File: src/rtl/hazard_pkg.sv
// Shared types and constants for the multi-cycle-aware hazard unit.
package hazard_pkg;

  typedef enum logic [1:0] {
    S_RUN = 2'b00,
    S_LU  = 2'b01,
    S_MC  = 2'b10
  } hu_state_t;

  typedef enum logic [1:0] {
    FWD_RF = 2'b00,
    FWD_W  = 2'b01,
    FWD_M  = 2'b10
  } fwd_sel_t;

  localparam int unsigned REG_ZERO = 0;
  localparam int unsigned LU_CNT_W = 3;

endpackage

File: src/rtl/hazard_ctrl_mc_if.sv
// Pipeline <-> hazard unit signal bundle; master is the pipeline, slave is the hazard unit.
interface hazard_ctrl_mc_if #(
  parameter int unsigned REG_AW = 5,
  parameter int unsigned CNT_W  = 32
);
  logic [REG_AW-1:0] i_hu_Rs1D, i_hu_Rs2D;
  logic              i_hu_Rs1UsedD, i_hu_Rs2UsedD;
  logic [REG_AW-1:0] i_hu_Rs1E, i_hu_Rs2E, i_hu_RdE;
  logic [REG_AW-1:0] i_hu_RdM, i_hu_RdW;
  logic              i_hu_RegWriteM, i_hu_RegWriteW;
  logic              i_hu_ResultSrcE0, i_hu_PCSrcE;
  logic              i_hu_McStartE, i_hu_McDoneE;
  logic              i_hu_MemReqM, i_hu_MemReadyM;
  logic              i_hu_CntClr;
  logic              o_hu_StallF, o_hu_StallD, o_hu_StallE, o_hu_StallM;
  logic              o_hu_FlushD, o_hu_FlushE, o_hu_FlushM, o_hu_FlushW;
  logic [1:0]        o_hu_ForwardAE, o_hu_ForwardBE;
  logic [CNT_W-1:0]  o_hu_StallCycles;

  modport master (
    output i_hu_Rs1D, i_hu_Rs2D, i_hu_Rs1UsedD, i_hu_Rs2UsedD,
           i_hu_Rs1E, i_hu_Rs2E, i_hu_RdE, i_hu_RdM, i_hu_RdW,
           i_hu_RegWriteM, i_hu_RegWriteW, i_hu_ResultSrcE0, i_hu_PCSrcE,
           i_hu_McStartE, i_hu_McDoneE, i_hu_MemReqM, i_hu_MemReadyM, i_hu_CntClr,
    input  o_hu_StallF, o_hu_StallD, o_hu_StallE, o_hu_StallM,
           o_hu_FlushD, o_hu_FlushE, o_hu_FlushM, o_hu_FlushW,
           o_hu_ForwardAE, o_hu_ForwardBE, o_hu_StallCycles
  );

  modport slave (
    input  i_hu_Rs1D, i_hu_Rs2D, i_hu_Rs1UsedD, i_hu_Rs2UsedD,
           i_hu_Rs1E, i_hu_Rs2E, i_hu_RdE, i_hu_RdM, i_hu_RdW,
           i_hu_RegWriteM, i_hu_RegWriteW, i_hu_ResultSrcE0, i_hu_PCSrcE,
           i_hu_McStartE, i_hu_McDoneE, i_hu_MemReqM, i_hu_MemReadyM, i_hu_CntClr,
    output o_hu_StallF, o_hu_StallD, o_hu_StallE, o_hu_StallM,
           o_hu_FlushD, o_hu_FlushE, o_hu_FlushM, o_hu_FlushW,
           o_hu_ForwardAE, o_hu_ForwardBE, o_hu_StallCycles
  );
endinterface

File: src/rtl/fwd_sel.sv
// E-stage operand forward select for one source register; M beats W, x0 never forwards.
module fwd_sel
  import hazard_pkg::*;
#(
  parameter int unsigned REG_AW = 5
) (
  input  logic [REG_AW-1:0] rs,
  input  logic [REG_AW-1:0] rd_m,
  input  logic [REG_AW-1:0] rd_w,
  input  logic              reg_write_m,
  input  logic              reg_write_w,
  output fwd_sel_t          sel
);

  logic rs_nz;

  always_comb begin
    rs_nz = (rs != REG_AW'(REG_ZERO));
    sel   = FWD_RF;
    if (rs_nz && reg_write_m && (rd_m == rs)) begin
      sel = FWD_M;
    end else if (rs_nz && reg_write_w && (rd_w == rs)) begin
      sel = FWD_W;
    end
  end

endmodule

File: src/rtl/hazard_ctrl_mc.sv
// 5-stage RV32I hazard unit: forwarding, load-use bubbles, multi-cycle execute and
// data-memory wait stalls, plus a saturating stall-cycle counter.
module hazard_ctrl_mc
  import hazard_pkg::*;
#(
  parameter int unsigned REG_AW          = 5,
  parameter int unsigned LU_STALL_CYCLES = 1,
  parameter int unsigned CNT_W           = 32
) (
  input  logic           i_clk,
  input  logic           i_rst_n,
  hazard_ctrl_mc_if.slave hu
);

  hu_state_t           state, state_n;
  logic [LU_CNT_W-1:0] lu_cnt, lu_cnt_n;
  logic [CNT_W-1:0]    stall_cnt;
  fwd_sel_t            fwd_a, fwd_b;
  logic                lu_hit, mem_wait, mc_wait;
  logic                stall_f, stall_d, stall_e, stall_m;
  logic                flush_d, flush_e, flush_m, flush_w;

  fwd_sel #(.REG_AW(REG_AW)) u_fwd_a (
    .rs(hu.i_hu_Rs1E), .rd_m(hu.i_hu_RdM), .rd_w(hu.i_hu_RdW),
    .reg_write_m(hu.i_hu_RegWriteM), .reg_write_w(hu.i_hu_RegWriteW), .sel(fwd_a)
  );

  fwd_sel #(.REG_AW(REG_AW)) u_fwd_b (
    .rs(hu.i_hu_Rs2E), .rd_m(hu.i_hu_RdM), .rd_w(hu.i_hu_RdW),
    .reg_write_m(hu.i_hu_RegWriteM), .reg_write_w(hu.i_hu_RegWriteW), .sel(fwd_b)
  );

  always_comb begin
    lu_hit = hu.i_hu_ResultSrcE0 && (hu.i_hu_RdE != REG_AW'(REG_ZERO)) &&
             ((hu.i_hu_Rs1UsedD && (hu.i_hu_Rs1D == hu.i_hu_RdE)) ||
              (hu.i_hu_Rs2UsedD && (hu.i_hu_Rs2D == hu.i_hu_RdE)));
    mem_wait = hu.i_hu_MemReqM && !hu.i_hu_MemReadyM;
    mc_wait  = hu.i_hu_McStartE && !hu.i_hu_McDoneE;
  end

  // Whole priority chain sits under rst_n so every control output reads 0 during reset.
  always_comb begin
    state_n  = state;
    lu_cnt_n = lu_cnt;
    stall_f  = 1'b0;
    stall_d  = 1'b0;
    stall_e  = 1'b0;
    stall_m  = 1'b0;
    flush_d  = 1'b0;
    flush_e  = 1'b0;
    flush_m  = 1'b0;
    flush_w  = 1'b0;
    if (i_rst_n) begin
      if (mem_wait) begin
        {stall_f, stall_d, stall_e, stall_m} = 4'b1111;
        flush_w = 1'b1;
      end else if (mc_wait) begin
        {stall_f, stall_d, stall_e} = 3'b111;
        flush_m  = 1'b1;
        lu_cnt_n = '0;
        state_n  = S_MC;
      end else if (hu.i_hu_PCSrcE) begin
        flush_d  = 1'b1;
        flush_e  = 1'b1;
        lu_cnt_n = '0;
        state_n  = S_RUN;
      end else begin
        case (state)
          S_RUN: begin
            if (lu_hit) begin
              stall_f = 1'b1;
              stall_d = 1'b1;
              flush_e = 1'b1;
              if (LU_STALL_CYCLES > 1) begin
                lu_cnt_n = LU_CNT_W'(LU_STALL_CYCLES - 1);
                state_n  = S_LU;
              end
            end
          end
          S_LU: begin
            stall_f  = 1'b1;
            stall_d  = 1'b1;
            flush_e  = 1'b1;
            lu_cnt_n = lu_cnt - 1'b1;
            if (lu_cnt == LU_CNT_W'(1)) state_n = S_RUN;
          end
          S_MC:    state_n = S_RUN;
          default: state_n = S_RUN;
        endcase
      end
    end
  end

  always_ff @(posedge i_clk or negedge i_rst_n) begin
    if (!i_rst_n) begin
      state  <= S_RUN;
      lu_cnt <= '0;
    end else begin
      state  <= state_n;
      lu_cnt <= lu_cnt_n;
    end
  end

  always_ff @(posedge i_clk or negedge i_rst_n) begin
    if (!i_rst_n)                           stall_cnt <= '0;
    else if (hu.i_hu_CntClr)                stall_cnt <= '0;
    else if (stall_f && (stall_cnt != '1))  stall_cnt <= stall_cnt + 1'b1;
  end

  assign hu.o_hu_StallF      = stall_f;
  assign hu.o_hu_StallD      = stall_d;
  assign hu.o_hu_StallE      = stall_e;
  assign hu.o_hu_StallM      = stall_m;
  assign hu.o_hu_FlushD      = flush_d;
  assign hu.o_hu_FlushE      = flush_e;
  assign hu.o_hu_FlushM      = flush_m;
  assign hu.o_hu_FlushW      = flush_w;
  assign hu.o_hu_ForwardAE   = i_rst_n ? fwd_a : FWD_RF;
  assign hu.o_hu_ForwardBE   = i_rst_n ? fwd_b : FWD_RF;
  assign hu.o_hu_StallCycles = stall_cnt;

endmodule

File: src/flat_wrapper.sv
// flat-port wrapper written by rule: the top's interface ports become plain ports
module hazard_ctrl_mc_flat import hazard_pkg::*;
#(
  parameter int unsigned REG_AW          = 5,
  parameter int unsigned LU_STALL_CYCLES = 1,
  parameter int unsigned CNT_W           = 32
)
  (i_clk, i_rst_n, hu_i_hu_Rs1D, hu_i_hu_Rs2D, hu_i_hu_Rs1UsedD, hu_i_hu_Rs2UsedD, hu_i_hu_Rs1E, hu_i_hu_Rs2E, hu_i_hu_RdE, hu_i_hu_RdM, hu_i_hu_RdW, hu_i_hu_RegWriteM, hu_i_hu_RegWriteW, hu_i_hu_ResultSrcE0, hu_i_hu_PCSrcE, hu_i_hu_McStartE, hu_i_hu_McDoneE, hu_i_hu_MemReqM, hu_i_hu_MemReadyM, hu_i_hu_CntClr, hu_o_hu_StallF, hu_o_hu_StallD, hu_o_hu_StallE, hu_o_hu_StallM, hu_o_hu_FlushD, hu_o_hu_FlushE, hu_o_hu_FlushM, hu_o_hu_FlushW, hu_o_hu_ForwardAE, hu_o_hu_ForwardBE, hu_o_hu_StallCycles);
  hazard_ctrl_mc_if #(.REG_AW(REG_AW), .CNT_W(CNT_W)) hu_i ();
  input  logic i_clk;
  input  logic i_rst_n;
  input wire logic [$bits(hu_i.i_hu_Rs1D)-1:0] hu_i_hu_Rs1D;
  input wire logic [$bits(hu_i.i_hu_Rs2D)-1:0] hu_i_hu_Rs2D;
  input wire logic [$bits(hu_i.i_hu_Rs1UsedD)-1:0] hu_i_hu_Rs1UsedD;
  input wire logic [$bits(hu_i.i_hu_Rs2UsedD)-1:0] hu_i_hu_Rs2UsedD;
  input wire logic [$bits(hu_i.i_hu_Rs1E)-1:0] hu_i_hu_Rs1E;
  input wire logic [$bits(hu_i.i_hu_Rs2E)-1:0] hu_i_hu_Rs2E;
  input wire logic [$bits(hu_i.i_hu_RdE)-1:0] hu_i_hu_RdE;
  input wire logic [$bits(hu_i.i_hu_RdM)-1:0] hu_i_hu_RdM;
  input wire logic [$bits(hu_i.i_hu_RdW)-1:0] hu_i_hu_RdW;
  input wire logic [$bits(hu_i.i_hu_RegWriteM)-1:0] hu_i_hu_RegWriteM;
  input wire logic [$bits(hu_i.i_hu_RegWriteW)-1:0] hu_i_hu_RegWriteW;
  input wire logic [$bits(hu_i.i_hu_ResultSrcE0)-1:0] hu_i_hu_ResultSrcE0;
  input wire logic [$bits(hu_i.i_hu_PCSrcE)-1:0] hu_i_hu_PCSrcE;
  input wire logic [$bits(hu_i.i_hu_McStartE)-1:0] hu_i_hu_McStartE;
  input wire logic [$bits(hu_i.i_hu_McDoneE)-1:0] hu_i_hu_McDoneE;
  input wire logic [$bits(hu_i.i_hu_MemReqM)-1:0] hu_i_hu_MemReqM;
  input wire logic [$bits(hu_i.i_hu_MemReadyM)-1:0] hu_i_hu_MemReadyM;
  input wire logic [$bits(hu_i.i_hu_CntClr)-1:0] hu_i_hu_CntClr;
  output wire logic [$bits(hu_i.o_hu_StallF)-1:0] hu_o_hu_StallF;
  output wire logic [$bits(hu_i.o_hu_StallD)-1:0] hu_o_hu_StallD;
  output wire logic [$bits(hu_i.o_hu_StallE)-1:0] hu_o_hu_StallE;
  output wire logic [$bits(hu_i.o_hu_StallM)-1:0] hu_o_hu_StallM;
  output wire logic [$bits(hu_i.o_hu_FlushD)-1:0] hu_o_hu_FlushD;
  output wire logic [$bits(hu_i.o_hu_FlushE)-1:0] hu_o_hu_FlushE;
  output wire logic [$bits(hu_i.o_hu_FlushM)-1:0] hu_o_hu_FlushM;
  output wire logic [$bits(hu_i.o_hu_FlushW)-1:0] hu_o_hu_FlushW;
  output wire logic [$bits(hu_i.o_hu_ForwardAE)-1:0] hu_o_hu_ForwardAE;
  output wire logic [$bits(hu_i.o_hu_ForwardBE)-1:0] hu_o_hu_ForwardBE;
  output wire logic [$bits(hu_i.o_hu_StallCycles)-1:0] hu_o_hu_StallCycles;
  assign hu_i.i_hu_Rs1D = hu_i_hu_Rs1D;
  assign hu_i.i_hu_Rs2D = hu_i_hu_Rs2D;
  assign hu_i.i_hu_Rs1UsedD = hu_i_hu_Rs1UsedD;
  assign hu_i.i_hu_Rs2UsedD = hu_i_hu_Rs2UsedD;
  assign hu_i.i_hu_Rs1E = hu_i_hu_Rs1E;
  assign hu_i.i_hu_Rs2E = hu_i_hu_Rs2E;
  assign hu_i.i_hu_RdE = hu_i_hu_RdE;
  assign hu_i.i_hu_RdM = hu_i_hu_RdM;
  assign hu_i.i_hu_RdW = hu_i_hu_RdW;
  assign hu_i.i_hu_RegWriteM = hu_i_hu_RegWriteM;
  assign hu_i.i_hu_RegWriteW = hu_i_hu_RegWriteW;
  assign hu_i.i_hu_ResultSrcE0 = hu_i_hu_ResultSrcE0;
  assign hu_i.i_hu_PCSrcE = hu_i_hu_PCSrcE;
  assign hu_i.i_hu_McStartE = hu_i_hu_McStartE;
  assign hu_i.i_hu_McDoneE = hu_i_hu_McDoneE;
  assign hu_i.i_hu_MemReqM = hu_i_hu_MemReqM;
  assign hu_i.i_hu_MemReadyM = hu_i_hu_MemReadyM;
  assign hu_i.i_hu_CntClr = hu_i_hu_CntClr;
  assign hu_o_hu_StallF = hu_i.o_hu_StallF;
  assign hu_o_hu_StallD = hu_i.o_hu_StallD;
  assign hu_o_hu_StallE = hu_i.o_hu_StallE;
  assign hu_o_hu_StallM = hu_i.o_hu_StallM;
  assign hu_o_hu_FlushD = hu_i.o_hu_FlushD;
  assign hu_o_hu_FlushE = hu_i.o_hu_FlushE;
  assign hu_o_hu_FlushM = hu_i.o_hu_FlushM;
  assign hu_o_hu_FlushW = hu_i.o_hu_FlushW;
  assign hu_o_hu_ForwardAE = hu_i.o_hu_ForwardAE;
  assign hu_o_hu_ForwardBE = hu_i.o_hu_ForwardBE;
  assign hu_o_hu_StallCycles = hu_i.o_hu_StallCycles;
  hazard_ctrl_mc #(.REG_AW(REG_AW), .LU_STALL_CYCLES(LU_STALL_CYCLES), .CNT_W(CNT_W)) u_core (.i_clk(i_clk), .i_rst_n(i_rst_n), .hu(hu_i));
endmodule
File: config.mk
export PLATFORM = sky130hd
export DESIGN_NAME = hazard_ctrl_mc_flat
export DESIGN_NICKNAME = d
export VERILOG_FILES = /design/src/rtl/hazard_pkg.sv /design/src/rtl/hazard_ctrl_mc_if.sv /design/src/rtl/fwd_sel.sv /design/src/rtl/hazard_ctrl_mc.sv /design/src/flat_wrapper.sv
export SDC_FILE = /design/constraint.sdc
export NUM_CORES = 1
export LEC_CHECK = 0
export BUFFER_PORTS_ARGS = -buffer_cell sky130_fd_sc_hd__buf_2
export CORE_UTILIZATION = 49
export DETAILED_ROUTE_END_ITERATION = 8
export PLACE_DENSITY_LB_ADDON = 0.12
export SETUP_SLACK_MARGIN = 0.02
export SYNTH_ARGS = -nofsm -noshare
export SYNTH_HDL_FRONTEND = slang
export SYNTH_HIERARCHICAL = 1
export SYNTH_SLANG_ARGS = --single-unit
File: constraint.sdc
create_clock -name i_clk -period 2.8 [get_ports i_clk]
set_clock_uncertainty 0.1 [all_clocks]
set_input_delay 0.28 -clock i_clk [delete_from_list [all_inputs] [get_ports i_clk]]
set_output_delay 0.28 -clock i_clk [all_outputs]
set_load 0.01 [all_outputs]
==> results of run 1 <==
[cells in the mapped netlist, types with 2 or more instances]
cell type                   count  area share, %
sky130_fd_sc_hd__a2111oi_0      2           0.74
sky130_fd_sc_hd__a21o_1         4            1.3
sky130_fd_sc_hd__a21oi_1       21            4.5
sky130_fd_sc_hd__and2_1         7            1.9
sky130_fd_sc_hd__and3_1         5            1.3
sky130_fd_sc_hd__and3b_1        2           0.74
sky130_fd_sc_hd__and4_1         2           0.74
sky130_fd_sc_hd__buf_2          2           0.42
sky130_fd_sc_hd__buf_4          3           0.96
sky130_fd_sc_hd__clkbuf_1       4           0.64
sky130_fd_sc_hd__dfrtp_1       33             35
sky130_fd_sc_hd__inv_1          7            1.1
sky130_fd_sc_hd__nand2_1       17            2.7
sky130_fd_sc_hd__nand2b_1       4            1.1
sky130_fd_sc_hd__nand3_1       13            2.8
sky130_fd_sc_hd__nand4_1       10            2.7
sky130_fd_sc_hd__nor2_1        18            2.9
sky130_fd_sc_hd__nor2b_1        7            1.9
sky130_fd_sc_hd__nor3_1         2           0.42
sky130_fd_sc_hd__nor4_1         3           0.80
sky130_fd_sc_hd__o21ai_0       15            3.2
sky130_fd_sc_hd__o31ai_1        5            1.6
sky130_fd_sc_hd__or2_2          2           0.53
sky130_fd_sc_hd__or3_1         13            3.5
sky130_fd_sc_hd__or4_1         10            3.2
sky130_fd_sc_hd__xnor2_1       24            8.9
sky130_fd_sc_hd__xor2_1        11            4.1
[stage by stage]
step                      hold slack [ns]  utilization (%)  area, um2  cells  total power, mW
after floorplan                   -0.1156                -       2356    268           0.5757
after global placement             0.1864            63.65       2848    405           0.6483
after detailed placement           0.1797            63.65       2848    405           0.6518
after CTS                          0.3040            65.80       2944    413            1.013
after global routing               0.3553            65.80       2944    413            1.044
final                              0.3095            65.80       2944    413            1.003
[critical path, stage by stage, from the launching register on]
cell	delay, ns
sky130_fd_sc_hd__dfrtp_1	0.43
sky130_fd_sc_hd__ha_1	0.24
sky130_fd_sc_hd__nand3_1	0.25
sky130_fd_sc_hd__nor4_4	0.09
sky130_fd_sc_hd__a32oi_2	0.37
sky130_fd_sc_hd__nand3b_1	0.33
sky130_fd_sc_hd__or4_1	0.49
sky130_fd_sc_hd__a21oi_1	0.16
[sequential cells by signal (all words and copies together), names as in the netlist]
register,cells
u_core/state,1
u_core/hu.o_hu_StallCycles,32
[layout make-up]
cell class / instances / area, um2
multi-input combinational: 218 / 1445
fill: 393 / 1530
clock buffer: 7 / 86.33
sequential: 33 / 825.8
timing repair buffer: 96 / 495.5
tap: 52 / 65.06
inverter: 7 / 26.28
[worst paths after layout]
path	slack, ns	depth (start not counted)	end
max	0.26	7	u_core/hu.o_hu_StallCycles[23]
min	0.31	4	u_core/state[1]
max reg2reg	0.26	7	u_core/hu.o_hu_StallCycles[23]
min reg2reg	0.39	1	u_core/state[1]
max in group asynchronous	1.85	3	u_core/hu.o_hu_StallCycles[22]
min in group asynchronous	0.46	3	u_core/hu.o_hu_StallCycles[3]
[repair_timing]
item / in CTS / in global routing
endpoints found under the hold margin: 33 / 0
hold buffers: 1 / 0
setup buffers: 0 / 0
[power breakdown]
group	leakage, nW	internal [mW]	switching, mW
registers	0.460	0.479	0.00205
clock network	0.0443	0.195	0.165
logic	0.889	0.0735	0.0883
[cells by family after synthesis]
| group | synth area share (%) |
|---|---|
| AOI/OAI and AO/OA | 15.14 |
| xor gates and xnor gates | 13.01 |
| adders and majority gates | 0.5310 |
| buffers and inverters | 3.611 |
| DFF | 35.05 |
| muxes | 1.540 |
| and+or+nand+nor | 31.12 |
[per-layer routing]
layer | share of wire (%) | global-route usage [%] | vias to the layer above
met1 | 45 | 30.65 | 1114
li1 | - | - | 1163
met4 | 1.2 | 6.667 | 0
met3 | 3.5 | 4.641 | 8
met2 | 51 | 43.17 | 50
met5 | 0 | 0 | -
[layout by cell type, fill, tap and decap left out, types with 2 or more instances in the layout]
master / count
sky130_fd_sc_hd__nor4_1: 3
sky130_fd_sc_hd__xor2_1: 11
sky130_fd_sc_hd__or2_2: 2
sky130_fd_sc_hd__a21o_1: 4
sky130_fd_sc_hd__nor2b_1: 7
sky130_fd_sc_hd__o21ai_0: 15
sky130_fd_sc_hd__or3_1: 13
sky130_fd_sc_hd__nand2b_1: 4
sky130_fd_sc_hd__nand4_1: 10
sky130_fd_sc_hd__buf_4: 4
sky130_fd_sc_hd__and2_1: 7
sky130_fd_sc_hd__and3b_1: 2
sky130_fd_sc_hd__buf_2: 91
sky130_fd_sc_hd__a2111oi_0: 2
sky130_fd_sc_hd__nor3_1: 2
sky130_fd_sc_hd__and4_1: 2
sky130_fd_sc_hd__or4_1: 10
sky130_fd_sc_hd__a21oi_1: 21
sky130_fd_sc_hd__clkbuf_8: 6
sky130_fd_sc_hd__nand2_1: 17
sky130_fd_sc_hd__dfrtp_1: 33
sky130_fd_sc_hd__and3_1: 5
sky130_fd_sc_hd__nor2_1: 18
sky130_fd_sc_hd__xnor2_1: 24
sky130_fd_sc_hd__nand3_1: 13
sky130_fd_sc_hd__inv_1: 7
sky130_fd_sc_hd__o31ai_1: 5
==> implementation parameters, run 1 <==
Parameter                              Value

Synth
  Synthesized area per cell ... 8.791 um2
  Cell area after technology mapping ... 2356 um2
  Number of synthesized register bits ... 33
  Post-synthesis cell count ... 268
  Leading register cell type out of synthesis ... sky130_fd_sc_hd__dfrtp_1
  Number of distinct library cells after synthesis ... 49
  Register area share after synthesis ... 35.05%
  Share of flip-flops with an asynchronous set or reset after synthesis ... 100.0%
  Net count of the mapped netlist ... 317
  Number of synthesized flops with an enable pin ... 0
  Yosys synthesis warning count ... 6

Place
  Final Wtd Congestion ... 0.9118
  Buffers on Ports ... 91
  Placed wire-length estimate ... 4494 um
  Worst setup slack after placement ... 0.2983 ns

Die
  Placement Rows ... 24
  Num ports ... 92
  Width of the die ... 71.34 um
  Overall die area ... 5089 um2
  Area of the core ... 4474 um2
  Effective utilization at floorplan ... 52.66%
  Die height ... 71.34 um

Global routing
  Remaining Overflow, GRT ... 0
  Via count of the first global-routing pass ... 2257
  Initial antenna violation count ... 0
  Largest net degree at the start of global routing ... 39
  Total GRT Usage ... 24.46%
  Wire length of the first global-routing pass ... 10030 um

Clocking
  Clock tree from TritonCTS ... done
  Resized cells post-CTS ... 0
  Clock Pin Slew Worst Setup and Hold Paths ... 0.06 ns
  Maximum level of the CTS H-tree ... 2
  CTS Buf Count ... 5
  CTS Buffer Depth ... 2
  Clock latency on the worst-skew pair ... 0.28 ns
  Buffer cell driving the clock tree root ... sky130_fd_sc_hd__clkbuf_8
  Sinks on Clock Net ... 33

STA
  Final Max Tran Viols ... 0
  Post-route clock period utilization ... 90.79%
  Setup_tns ... 0 ns
  Final setup violation count ... 0
  Worst-case setup margin in the final layout ... 0.2578 ns
  Fin. Hold Viols ... 0
  Worst Max-Slew Pin Slew ... 0.6425 ns
  Maximum operating frequency ... 0.3934 GHz
  Crit path time final ... 2.542 ns
  Worst slew margin ... 57.16%
  RSZ-0062 raised after global routing ... false

Final layout
  Post-layout nets ... 410
  Share of post-route cells with drive strength above 1 ... 32.13%
  Total inserted antenna cells ... 0
  Layout overhead on the synthesized area ... 24.96%

Setup path
  Startpoint types ... register
  Arr. time, crit path ... 2.64 ns
  Endpoint type of the worst setup path ... register
  Worst r2r src ... u_core/hu.o_hu_StallCycles[0]
  Worst setup path class ... register to register
  CP Max Fanout ... 11
  Source of the critical timing path ... u_core/hu.o_hu_StallCycles[0]
  Data required time of the worst path ... 2.90 ns

Pwr
  Total leakage power ... 1.393 nW
  PwrDens ... 340.6 nW/um2
  Worst ir drop on vdd ... 0.2599 mV

Route
  Routed via count ... 2335
  Remaining DRCs ... 4
  Total iterations of the first detailed-routing run ... 6
  Antenna-violating nets left ... 0
  Routed WL ... 5822 um
  Detail-routed net length per standard cell ... 14.10 um
  Count of routing violations after the opening detailed-route iteration ... 92
  Number of vias per cell after detailed routing ... 5.654

Worst hold path
  Source of the worst hold timing path ... hu_i_hu_MemReqM
  Class of the worst hold path ... primary input to register

Status
  Run status ... finished, violations left
  Violated checks ... design-rule violations

Job
  Maxcap violations ... 0
(Power assumes the default switching activity.)
==> run 2, diff against run 1 <==
--- a/config.mk
+++ b/config.mk
@@ -5,8 +5,9 @@
 export SDC_FILE = /design/constraint.sdc
 export NUM_CORES = 1
 export LEC_CHECK = 0
+export ABC_AREA = 1
 export BUFFER_PORTS_ARGS = -buffer_cell sky130_fd_sc_hd__buf_2
-export CORE_UTILIZATION = 49
+export CORE_UTILIZATION = 54
 export DETAILED_ROUTE_END_ITERATION = 8
 export PLACE_DENSITY_LB_ADDON = 0.12
 export SETUP_SLACK_MARGIN = 0.02
==> implementation parameters, run 2 <==
Parameter                              Value

STA
  RSZ-0062 raised after global routing ... false
  Fin. Hold Viols ... 0 (unchanged)
  Crit path time final ... 2.397 ns (-0.1451 ns)
  Worst-case setup margin in the final layout ... 0.4030 ns (+0.1451 ns)
  Final setup violation count ... 0 (unchanged)
  Worst slack on hold paths ... 0.2493 ns (-0.06020 ns)
  Worst slew margin ... 35.01% (-22 points)
  Final Max Tran Viols ... 0 (unchanged)
  Maximum operating frequency ... 0.4172 GHz (+6.1%)
  Worst Max-Slew Pin Slew ... 0.9735 ns (+0.3309 ns)
  Setup_tns ... 0 ns (unchanged)
  Post-route clock period utilization ... 85.61% (-5.2 points)

Setup path
  Worst r2r src ... u_core/hu.o_hu_StallCycles[0]
  Worst setup path class ... register to register
  Arr. time, crit path ... 2.52 ns (-0.12 ns)
  Top cell by count, worst path ... sky130_fd_sc_hd__nor2_4
  Startpoint types ... register
  Cell-by-cell listing of the critical path ... ha_1 > nand3_2 > nor2_4 > nand3b_4 > nor2_4 > nand4_4 > nand2_4 > nand3_1 > nand2_1
  Count of buffer and inverter cells on the critical path ... 0 (unchanged)
  Data required time of the worst path ... 2.93 ns (+0.03 ns)
  Cell family contributing the most delay on the critical path ... simple AND/OR/NAND/NOR gates
  Worst reg2reg endpoint ... u_core/hu.o_hu_StallCycles[31]
  Endpoint type of the worst setup path ... register
  Standard cell with the maximum stage delay on the critical path ... sky130_fd_sc_hd__dfrtp_1
  CP Max Fanout ... 32 (+21)
  Depth of the most critical reg-to-reg path ... 9 (+2)
  Worst R2R Setup Slack ... 0.40 ns (+0.15 ns)
  Delay of the slowest cell on the worst path ... 0.44 ns (-0.05 ns)

Global routing
  Total GRT Usage ... 29.64% (+5.2 points)
  Via count of the first global-routing pass ... 3378 (+50%)
  Initial antenna violation count ... 0 (unchanged)
  Largest net degree at the start of global routing ... 65 (+67%)
  Remaining Overflow, GRT ... 0 (unchanged)
  Wire length of the first global-routing pass ... 14920 um (+49%)

Place
  Worst setup slack after placement ... 0.4453 ns (+0.1470 ns)
  Cell area after placement ... 3757 um2 (+32%)
  Placed wire-length estimate ... 6751 um (+50%)
  Buffers on Ports ... 91 (unchanged)
  Placed Instances ... 741 (+83%)
  Final Wtd Congestion ... 0.9839 (+7.9%)

Synth
  Share of flip-flops with an asynchronous set or reset after synthesis ... 100.0% (unchanged)
  Number of synthesized register bits ... 33 (unchanged)
  Leading register cell type out of synthesis ... sky130_fd_sc_hd__dfrtp_1
  Net count of the mapped netlist ... 639 (+100%)
  Biggest area contributors in the synthesized netlist ... sky130_fd_sc_hd__nand2_1, sky130_fd_sc_hd__dfrtp_1, sky130_fd_sc_hd__inv_1
  Register area share after synthesis ... 25.23% (-9.8 points)
  Cell taking the most area after synthesis ... sky130_fd_sc_hd__nand2_1
  Post-synth top area share ... 26.03% (-9.0 points)
  Most common library cells after synthesis ... sky130_fd_sc_hd__nand2_1, sky130_fd_sc_hd__inv_1, sky130_fd_sc_hd__nor2_1
  Post-synthesis cell count ... 590 (+120%)
  Synthesized area per cell ... 5.548 um2 (-37%)
  Yosys synthesis warning count ... 6 (unchanged)
  Cell area after technology mapping ... 3273 um2 (+39%)
  Number of synthesized flops with an enable pin ... 0 (unchanged)
  Number of distinct library cells after synthesis ... 25 (-49%)
  Most repeated cell in the gate-level netlist after synthesis ... sky130_fd_sc_hd__nand2_1

Clocking
  CTS Buf Count ... 5 (unchanged)
  Setup Buffers After CTS ... 0 (unchanged)
  Clock Pin Slew Worst Setup and Hold Paths ... 0.07 ns (about the same)
  Sinks on Clock Net ... 33 (unchanged)
  Resized cells post-CTS ... 0 (unchanged)
  Clock tree from TritonCTS ... done
  Cts-stage hold buffer count ... 1 (unchanged)
  Buffer cell driving the clock tree root ... sky130_fd_sc_hd__clkbuf_8
  Clock latency on the worst-skew pair ... 0.29 ns (about the same)
  CTS Buffer Depth ... 2 (unchanged)
  Maximum level of the CTS H-tree ... 2 (unchanged)

Route
  Count of routing violations after the opening detailed-route iteration ... 176 (+91%)
  Total iterations of the first detailed-routing run ... 5 (-1)
  Antenna-violating nets left ... 0 (unchanged)
  Routed via count ... 3845 (+65%)
  Number of vias per cell after detailed routing ... 5.127 (-9.3%)
  Routed WL ... 8789 um (+51%)
  Remaining DRCs ... 0 (-4)
  Detail-routed net length per standard cell ... 11.72 um (-17%)

Die
  Num ports ... 92 (unchanged)
  Width of the die ... 79.86 um (+12%)
  Effective utilization at floorplan ... 57.67% (+5.0 points)
  Placement Rows ... 27 (+13%)
  Overall die area ... 6377 um2 (+25%)
  Area of the core ... 5675 um2 (+27%)
  Die height ... 79.86 um (+12%)

Final layout
  Post-route core utilization ... 67.84% (+2.0 points)
  Post-layout nets ... 726 (+77%)
  Total inserted antenna cells ... 0 (unchanged)
  Number of standard cells in the layout, taps in and fillers out ... 750 (+82%)
  Most common library cell in the layout ignoring fill and taps ... sky130_fd_sc_hd__nand2_1
  Share of post-route cells with drive strength above 1 ... 17.40% (-15 points)
  Final-layout fill cell count ... 564 (+44%)
  Largest register FFs ... 32 (unchanged)
  Design Area, Final ... 3850 um2 (+31%)
  Layout overhead on the synthesized area ... 17.62%
  Most used cells in the layout excluding fill and tap cells ... sky130_fd_sc_hd__nand2_1, sky130_fd_sc_hd__inv_1, sky130_fd_sc_hd__buf_2

Pwr
  Total leakage power ... 2.465 nW (+77%)
  Worst ir drop on vdd ... 0.3005 mV (+16%)
  PwrDens ... 267.0 nW/um2 (-22%)
  Post-layout total power ... 1.028 mW (+2.5%)

Worst hold path
  Class of the worst hold path ... primary input to register
  Source of the worst hold timing path ... hu_i_hu_McDoneE
  Instance count along the most critical hold path ... 4 (unchanged)
  Hold EP ... u_core/state[1]

Status
  Run status ... finished, final reports clean

Job
  Maxcap violations ... 0 (unchanged)
run 2: worst max path at each step:
stage	start	end	slack (ns)	cells past startpoint
CTS	u_core/hu.o_hu_StallCycles[0]	u_core/hu.o_hu_StallCycles[31]	0.43	9
global placement	u_core/hu.o_hu_StallCycles[0]	u_core/hu.o_hu_StallCycles[12]	0.59	9
finish	u_core/hu.o_hu_StallCycles[0]	u_core/hu.o_hu_StallCycles[31]	0.40	9
detailed placement	u_core/hu.o_hu_StallCycles[0]	u_core/hu.o_hu_StallCycles[31]	0.45	9
global route	u_core/hu.o_hu_StallCycles[0]	u_core/hu.o_hu_StallCycles[15]	0.21	9
floorplan	u_core/hu.o_hu_StallCycles[0]	u_core/hu.o_hu_StallCycles[12]	0.90	9
run 2: worst reg2reg max path, stage by stage (launching register included):
cell	delay, ns
sky130_fd_sc_hd__dfrtp_1	0.44
sky130_fd_sc_hd__ha_1	0.27
sky130_fd_sc_hd__nand3_2	0.15
sky130_fd_sc_hd__nor2_4	0.22
sky130_fd_sc_hd__nand3b_4	0.13
sky130_fd_sc_hd__nor2_4	0.13
sky130_fd_sc_hd__nand4_4	0.26
sky130_fd_sc_hd__nand2_4	0.40
sky130_fd_sc_hd__nand3_1	0.13
sky130_fd_sc_hd__nand2_1	0.11
run 2: logic make-up after synthesis:
family | share of synthesized area, %
fa+ha+maj | 0.3822
buf+inv | 15.18
flops | 25.23
xor+xnor | 4.014
simple gates | 54.28
compound gates | 0.9172
run 2: layout make-up:
type	count	area [um2]	share of cell area (%)
inverters	106	397.9	10.33
repair buffers	97	503.0	13.06
clock buffers	6	72.57	1.885
well taps	72	90.09	2.340
flip-flops and latches	33	825.8	21.45
multi-input cells	434	1951	50.67
clock inverters	2	10.01	0.2600
run 2: per-layer routing:
layer | GRT usage [%] | vias up | part of all wire [%]
li1 | - | 1964 | -
met1 | 39.99 | 1734 | 46
met2 | 48.72 | 136 | 46
met3 | 5.143 | 11 | 7.0
met4 | 7.857 | 0 | 1.1
met5 | 0 | - | 0
run 2: power by group:
part | internal, mW | leakage [nW] | switching (mW) | total (mW)
Sequential | 0.480 | 0.458 | 0.00298 | 0.483
Clock | 0.172 | 0.0450 | 0.177 | 0.349
Combinational | 0.0694 | 1.96 | 0.127 | 0.196
